**config.mk**
```make
export PLATFORM = sky130hd
export DESIGN_NAME = pe_link_arbiter
export DESIGN_NICKNAME = d
export VERILOG_FILES = /design/src/rtl/pe_link_arbiter.sv
export SDC_FILE = /design/constraint.sdc
export NUM_CORES = 1
export LEC_CHECK = 0
export ABC_AREA = 0
export BUFFER_PORTS_ARGS = -buffer_cell sky130_fd_sc_hd__buf_2
export CELL_PAD_IN_SITES_DETAIL_PLACEMENT = 0
export CELL_PAD_IN_SITES_GLOBAL_PLACEMENT = 1
export CORE_MARGIN = 2
export CORE_UTILIZATION = 32
export CTS_BUF_LIST = sky130_fd_sc_hd__clkbuf_4
export DETAILED_ROUTE_END_ITERATION = 8
export HOLD_SLACK_MARGIN = 0.12
export PLACE_DENSITY_LB_ADDON = 0.1
export SETUP_SLACK_MARGIN = 0.4
export SYNTH_ARGS = -nofsm -noshare
export SYNTH_HDL_FRONTEND = slang
export SYNTH_SLANG_ARGS = --single-unit
export TNS_END_PERCENT = 30
```
**constraint.sdc**
```tcl
create_clock -name clk -period 4.4 [get_ports clk]
set_clock_uncertainty 0.1 [all_clocks]
set_input_delay 0.22 -clock clk [delete_from_list [all_inputs] [get_ports clk]]
set_output_delay 0.22 -clock clk [all_outputs]
set_load 0.05 [all_outputs]
```
**src/rtl/pe_link_arbiter.sv**
```systemverilog
// Round-robin arbiter sharing one injection link among three PE packetizers.
// Buffers one packet toward the router and checks each PE's psum/filter phase protocol.
module pe_link_arbiter #(
    parameter int          PWIDTH     = 47,
    parameter int          NUM_REQ    = 3,
    parameter int          NUM_PSUMS  = 3,
    parameter logic [2:0]  ADDER_ADDR = 3'd4,
    parameter logic [8:0]  PE_ADDRS   = {3'd0, 3'd1, 3'd3}
) (
    input  logic                      clk,
    input  logic                      rst_n,
    input  logic [NUM_REQ*PWIDTH-1:0] req_pkt,
    input  logic [NUM_REQ-1:0]        req_valid,
    output logic [NUM_REQ-1:0]        req_ready,
    output logic [PWIDTH-1:0]         out_pkt,
    output logic                      out_valid,
    input  logic                      out_ready,
    output logic                      round_done,
    output logic                      proto_err,
    output logic [1:0]                err_src
);

    localparam int CW = $clog2(NUM_PSUMS + 1);

    // Handshake rule: a packet moves on any port exactly in the cycle its
    // valid and ready are both high at the rising clock edge.

    logic [PWIDTH-1:0]            out_pkt_q, out_pkt_d;
    logic                         out_valid_q, out_valid_d;
    logic [1:0]                   rr_q, rr_d;
    logic [NUM_REQ-1:0][CW-1:0]   cnt_q, cnt_d;
    logic [NUM_REQ-1:0]           done_q, done_d;
    logic                         round_done_q, round_done_d;
    logic                         proto_err_q, proto_err_d;
    logic [1:0]                   err_src_q, err_src_d;

    logic [1:0]          grant;
    logic                found;
    logic [2:0]          idx;
    logic                can_load;
    logic                accept;
    logic [PWIDTH-1:0]   sel_pkt;
    logic [2:0]          exp_src;
    logic                pkt_ok;
    logic [NUM_REQ-1:0]  done_set;
    logic [NUM_REQ-1:0]  done_next;

    // First valid requester searching from the rotating pointer.
    always_comb begin
        grant = 2'd0;
        found = 1'b0;
        idx   = 3'd0;
        for (int k = 0; k < NUM_REQ; k++) begin
            idx = {1'b0, rr_q} + 3'(k);
            if (idx >= 3'(NUM_REQ)) idx = idx - 3'(NUM_REQ);
            if (!found && req_valid[idx]) begin
                found = 1'b1;
                grant = idx[1:0];
            end
        end
    end

    assign can_load  = !out_valid_q || out_ready;
    assign accept    = found && can_load;
    assign req_ready = (accept && rst_n) ? (NUM_REQ'(1) << grant) : '0;
    assign sel_pkt   = req_pkt[int'(grant)*PWIDTH +: PWIDTH];
    assign exp_src   = PE_ADDRS[int'(grant)*3 +: 3];

    always_comb begin
        out_pkt_d    = out_pkt_q;
        out_valid_d  = out_valid_q;
        rr_d         = rr_q;
        cnt_d        = cnt_q;
        proto_err_d  = proto_err_q;
        err_src_d    = err_src_q;
        round_done_d = 1'b0;
        pkt_ok       = 1'b1;
        done_set     = '0;
        if (accept) begin
            out_pkt_d   = sel_pkt;
            out_valid_d = 1'b1;
            rr_d        = (grant == 2'(NUM_REQ - 1)) ? 2'd0 : grant + 2'd1;
            // Counter follows the expected packet type even when the packet violates it.
            if (cnt_q[grant] < CW'(NUM_PSUMS)) begin
                pkt_ok = sel_pkt[PWIDTH-1] && (sel_pkt[PWIDTH-2 -: 3] == ADDER_ADDR)
                         && (sel_pkt[PWIDTH-5 -: 3] == exp_src);
                cnt_d[grant] = cnt_q[grant] + CW'(1);
            end else begin
                pkt_ok = !sel_pkt[PWIDTH-1] && (sel_pkt[PWIDTH-5 -: 3] == exp_src);
                cnt_d[grant]    = '0;
                done_set[grant] = 1'b1;
            end
            if (!pkt_ok && !proto_err_q) begin
                proto_err_d = 1'b1;
                err_src_d   = grant;
            end
        end else if (out_ready) begin
            out_valid_d = 1'b0;
        end
        done_next = done_q | done_set;
        if (&done_next) begin
            round_done_d = 1'b1;
            done_d       = '0;
        end else begin
            done_d = done_next;
        end
    end

    always_ff @(posedge clk or negedge rst_n) begin
        if (!rst_n) begin
            out_pkt_q    <= '0;
            out_valid_q  <= 1'b0;
            rr_q         <= 2'd0;
            cnt_q        <= '0;
            done_q       <= '0;
            round_done_q <= 1'b0;
            proto_err_q  <= 1'b0;
            err_src_q    <= 2'd0;
        end else begin
            out_pkt_q    <= out_pkt_d;
            out_valid_q  <= out_valid_d;
            rr_q         <= rr_d;
            cnt_q        <= cnt_d;
            done_q       <= done_d;
            round_done_q <= round_done_d;
            proto_err_q  <= proto_err_d;
            err_src_q    <= err_src_d;
        end
    end

    assign out_pkt    = out_pkt_q;
    assign out_valid  = out_valid_q;
    assign round_done = round_done_q;
    assign proto_err  = proto_err_q;
    assign err_src    = err_src_q;

endmodule

```
==> impl_metrics.xml <==
<?xml version="1.0" encoding="UTF-8"?>
<metrics>
  <group name="synth">
    <metric name="synth_nets" unit="">585</metric>
    <metric name="synthDominantCellAreaShare" unit="%">43.1</metric>
    <metric name="synthDominantAreaCellType" unit="">dfrtp_1</metric>
    <metric name="ys.flop_type" unit="">dfrtp_1</metric>
    <metric name="synth_seq_area_share" unit="%">43.1</metric>
    <metric name="ys.warnings.count" unit="">0</metric>
    <metric name="ys_seq_elements" unit="">63</metric>
    <metric name="synth_area_leaders" unit="">dfrtp_1, nand2_1, a21oi_1, a22oi_1, o21ai_0</metric>
    <metric name="post_synth.cell_area_avg" unit="um2">8.45</metric>
    <metric name="mappedNetlistArea" unit="mm2">0.00366</metric>
    <metric name="synth-edff-count" unit="">0</metric>
    <metric name="gate_count_after_technology_mapping" unit="">433</metric>
    <metric name="synth_cell_types" unit="">54</metric>
    <metric name="ys_async_sr_fraction" unit="%">100</metric>
  </group>
  <group name="grt">
    <metric name="grt_antenna_before_repair" unit="">0</metric>
    <metric name="global_route_wire_length_before_repair" unit="um">20900</metric>
    <metric name="grt_max_degree" unit="">64</metric>
    <metric name="grt_overflow_total" unit="">0</metric>
    <metric name="groute.usage.overall" unit="%">20.8</metric>
    <metric name="number_of_global_route_vias_before_repair" unit="">4413</metric>
  </group>
  <group name="drt">
    <metric name="detail_route.iter0.violations" unit="">174</metric>
    <metric name="via_per_inst" unit="">4.97</metric>
    <metric name="routed_wire_length_per_instance" unit="um">14.5</metric>
    <metric name="detail_route.drc_violations" unit="">0</metric>
    <metric name="final_wirelength" unit="um">12600</metric>
    <metric name="vias" unit="">4318</metric>
    <metric name="antenna_left" unit="">0</metric>
    <metric name="drtPass1Iterations" unit="">7</metric>
  </group>
  <group name="critical_path">
    <metric name="crit_arrival" unit="ps">4010</metric>
    <metric name="cp_max_fo" unit="">11</metric>
    <metric name="worst_setup_path_end_kind" unit="">flip-flop</metric>
    <metric name="critPathRequiredTime" unit="ps">4610</metric>
    <metric name="critical_path.startpoint_type" unit="">flip-flop</metric>
    <metric name="ff2ff_setup_slack" unit="ps">600</metric>
    <metric name="path_class" unit="">reg2reg</metric>
  </group>
  <group name="timing">
    <metric name="achievable-frequency" unit="GHz">0.263</metric>
    <metric name="max-slew-margin-rel" unit="%">17.1</metric>
    <metric name="sum_of_negative_setup_slack" unit="ps">0</metric>
    <metric name="max_slew.worst_pin.slew" unit="ps">1240</metric>
    <metric name="timing_max_transition_violations_final" unit="">0</metric>
    <metric name="hold_viol_final" unit="">0</metric>
    <metric name="setup-violations-final" unit="">0</metric>
    <metric name="rsz0062_at_grt" unit="">true</metric>
    <metric name="min_period_over_period" unit="%">86.4</metric>
    <metric name="final_period_minus_worst_setup_slack" unit="ps">3800</metric>
  </group>
  <group name="clock_network">
    <metric name="clock_path_buffers" unit="">2</metric>
    <metric name="post_cts_buffers" unit="">0</metric>
    <metric name="root_buffer" unit="">clkbuf_4</metric>
    <metric name="htree_num_levels" unit="">3</metric>
    <metric name="cts.sink_count" unit="">63</metric>
    <metric name="cts.clk_slew.worst_paths" unit="ps">110</metric>
    <metric name="tritoncts.num_buffers" unit="">9</metric>
    <metric name="clock_latency_late_sink" unit="ps">420</metric>
    <metric name="tritoncts" unit="">built</metric>
  </group>
  <group name="power_and_ir_drop">
    <metric name="power.static_leakage" unit="nW">2.83</metric>
    <metric name="ir_drop" unit="V">0.000419</metric>
    <metric name="power-per-cell-area" unit="mW/mm2">880</metric>
    <metric name="power" unit="mW">5.20</metric>
  </group>
  <group name="die">
    <metric name="die-area" unit="mm2">0.0123</metric>
    <metric name="design.core.area" unit="mm2">0.0113</metric>
    <metric name="start_util" unit="%">32.5</metric>
    <metric name="die_h" unit="um">111</metric>
    <metric name="floorplan.io_pins" unit="">202</metric>
    <metric name="chipWidth" unit="um">111</metric>
    <metric name="floorplan.rows" unit="">39</metric>
  </group>
  <group name="cells_and_area">
    <metric name="final_design_area_no_fill" unit="mm2">0.00591</metric>
    <metric name="fraction_of_final_layout_cells_with_drive_strength_greater_than_1" unit="%">32.8</metric>
    <metric name="area.growth.synth_to_final" unit="%">61.3</metric>
    <metric name="num_antenna_cells" unit="">0</metric>
    <metric name="final_cell_count_no_fill" unit="">868</metric>
    <metric name="finish.net_count" unit="">873</metric>
  </group>
  <group name="place">
    <metric name="placedCellCount" unit="">751</metric>
    <metric name="numPortBuffers" unit="">201</metric>
    <metric name="placement.cell_area" unit="mm2">0.00475</metric>
    <metric name="detailedPlacementHpwl" unit="um">8320</metric>
    <metric name="gp_routability_congestion" unit="">0.842</metric>
  </group>
  <group name="job">
    <metric name="max_cap_violations" unit="">0</metric>
  </group>
  <group name="status">
    <metric name="run_status" unit="">completed</metric>
  </group>
  <group name="worst_hold_path">
    <metric name="type_of_the_tightest_min_delay_check" unit="">in2reg</metric>
  </group>
</metrics>
## registers in the layout (all words and copies together) (netlist names)
signal / cells
out_pkt: 47
cnt_q: 6
done_q: 3
err_src: 2
rr_q: 2
out_valid: 1
proto_err: 1
round_done: 1
## path summary, 6_finish.rpt
kind / cells past startpoint / endpoint / startpoint
setup / recovery: 14 / done_q[1] / rr_q[1]
setup reg to reg: 14 / done_q[1] / rr_q[1]
hold / removal: 5 / out_pkt[30] / req_pkt[77]
hold reg to reg: 2 / out_pkt[30] / out_pkt[30]
min in group asynchronous: 3 / out_pkt[44] / rst_n
max in group asynchronous: 3 / out_pkt[28] / rst_n
## layer usage
metal | part of all wire (%) | vias to the layer above | global-route usage (%)
met3 | 6.6 | 21 | 5.19
met2 | 49 | 154 | 36.0
met5 | 0 | - | 0
li1 | - | 2140 | -
met1 | 42 | 2003 | 25.1
met4 | 2.0 | 0 | 7.25
## final cells by class
| type | instances | area (um2) |
|---|---|---|
| flip-flops and latches | 63 | 1580 |
| repair buffers | 309 | 2070 |
| fillers | 1115 | 5370 |
| multi-input cells | 328 | 1910 |
| clock inverters | 4 | 47.5 |
| well taps | 143 | 179 |
| clock buffers | 11 | 82.6 |
| inverters | 10 | 37.5 |
## cells in the mapped netlist, types with 2 or more instances
library cell	count
nand2_1	96
dfrtp_1	63
a21oi_1	52
o21ai_0	48
a22oi_1	34
nor2_1	14
clkbuf_1	13
buf_2	12
inv_1	10
a31oi_1	6
mux2i_1	6
nand2b_1	6
a211oi_1	5
a21o_1	5
buf_1	5
ha_1	5
mux2_2	4
nor3_1	4
nor2b_1	3
buf_6	2
nand3b_1	2
nand4_1	2
nor3_2	2
o31ai_1	2
o31ai_4	2
o32a_1	2
## worst max-delay path, stage by stage, from the launching register on
cell and delay (ps):
dfrtp_1 420, inv_1 90, ha_1 350, mux2i_2 350, o21ai_2 170, a2bb2oi_1 180, nor3_2 500, nand2b_1 200
nor2_1 40, a221oi_1 220, ha_1 430, a22o_1 180, o221a_2 180, nor2b_1 200, nor2_1 70
## logic make-up after synthesis
family | count (synthesis) | synth area share, %
compound gates | 176 | 30.7
simple gates | 136 | 16.1
flops | 63 | 43.1
buf+inv | 42 | 5.13
mux | 11 | 3.25
fa+ha+maj | 5 | 1.71
## layout by cell type, fill, tap and decap left out, types with 2 or more instances in the layout
master | synthesis | final
o31ai_4 | 2 | 2
clkinv_2 | 0 | 2
buf_4 | 0 | 6
o31ai_1 | 2 | 2
ha_1 | 5 | 5
nand4_1 | 2 | 2
a21o_1 | 5 | 5
nor3_2 | 2 | 2
nand2b_1 | 6 | 5
a211oi_1 | 5 | 5
a22oi_1 | 34 | 34
o32a_1 | 2 | 2
mux2_2 | 4 | 4
dlygate4sd3_1 | 0 | 102
buf_2 | 12 | 201
clkbuf_4 | 0 | 11
nand2_1 | 96 | 95
nor3_1 | 4 | 4
nand3b_1 | 2 | 2
o21ai_0 | 48 | 48
a31oi_1 | 6 | 6
nor2b_1 | 3 | 3
inv_1 | 10 | 10
mux2i_1 | 6 | 6
dfrtp_1 | 63 | 63
nor2_1 | 14 | 14
a21oi_1 | 52 | 52
## metrics by stage
stage / util (%) / setup slack (ps) / hold slack, ps
final: 52.4 / 598 / 135
after global routing: 52.4 / 193 / 148
after CTS: 52.4 / 463 / 123
after detailed placement: 42.1 / 617 / 351
after global placement: 42.1 / 766 / 348
after floorplan: - / 558 / -176
## report_power, final
part	internal, mW	leakage (nW)	switching [mW]	total (mW)
Clock	0.181	0.0727	0.222	0.404
Combinational	1.41	1.98	2.39	3.79
Sequential	0.866	0.776	0.137	1.00
## repair_timing
action / 4_1_cts / 5_1_grt
resized for setup: 0 / 1
setup endpoints to repair: 0 / 23
hold buffers: 102 / 0
endpoints found under the hold margin: 109 / 0
(Power assumes the default switching activity.)
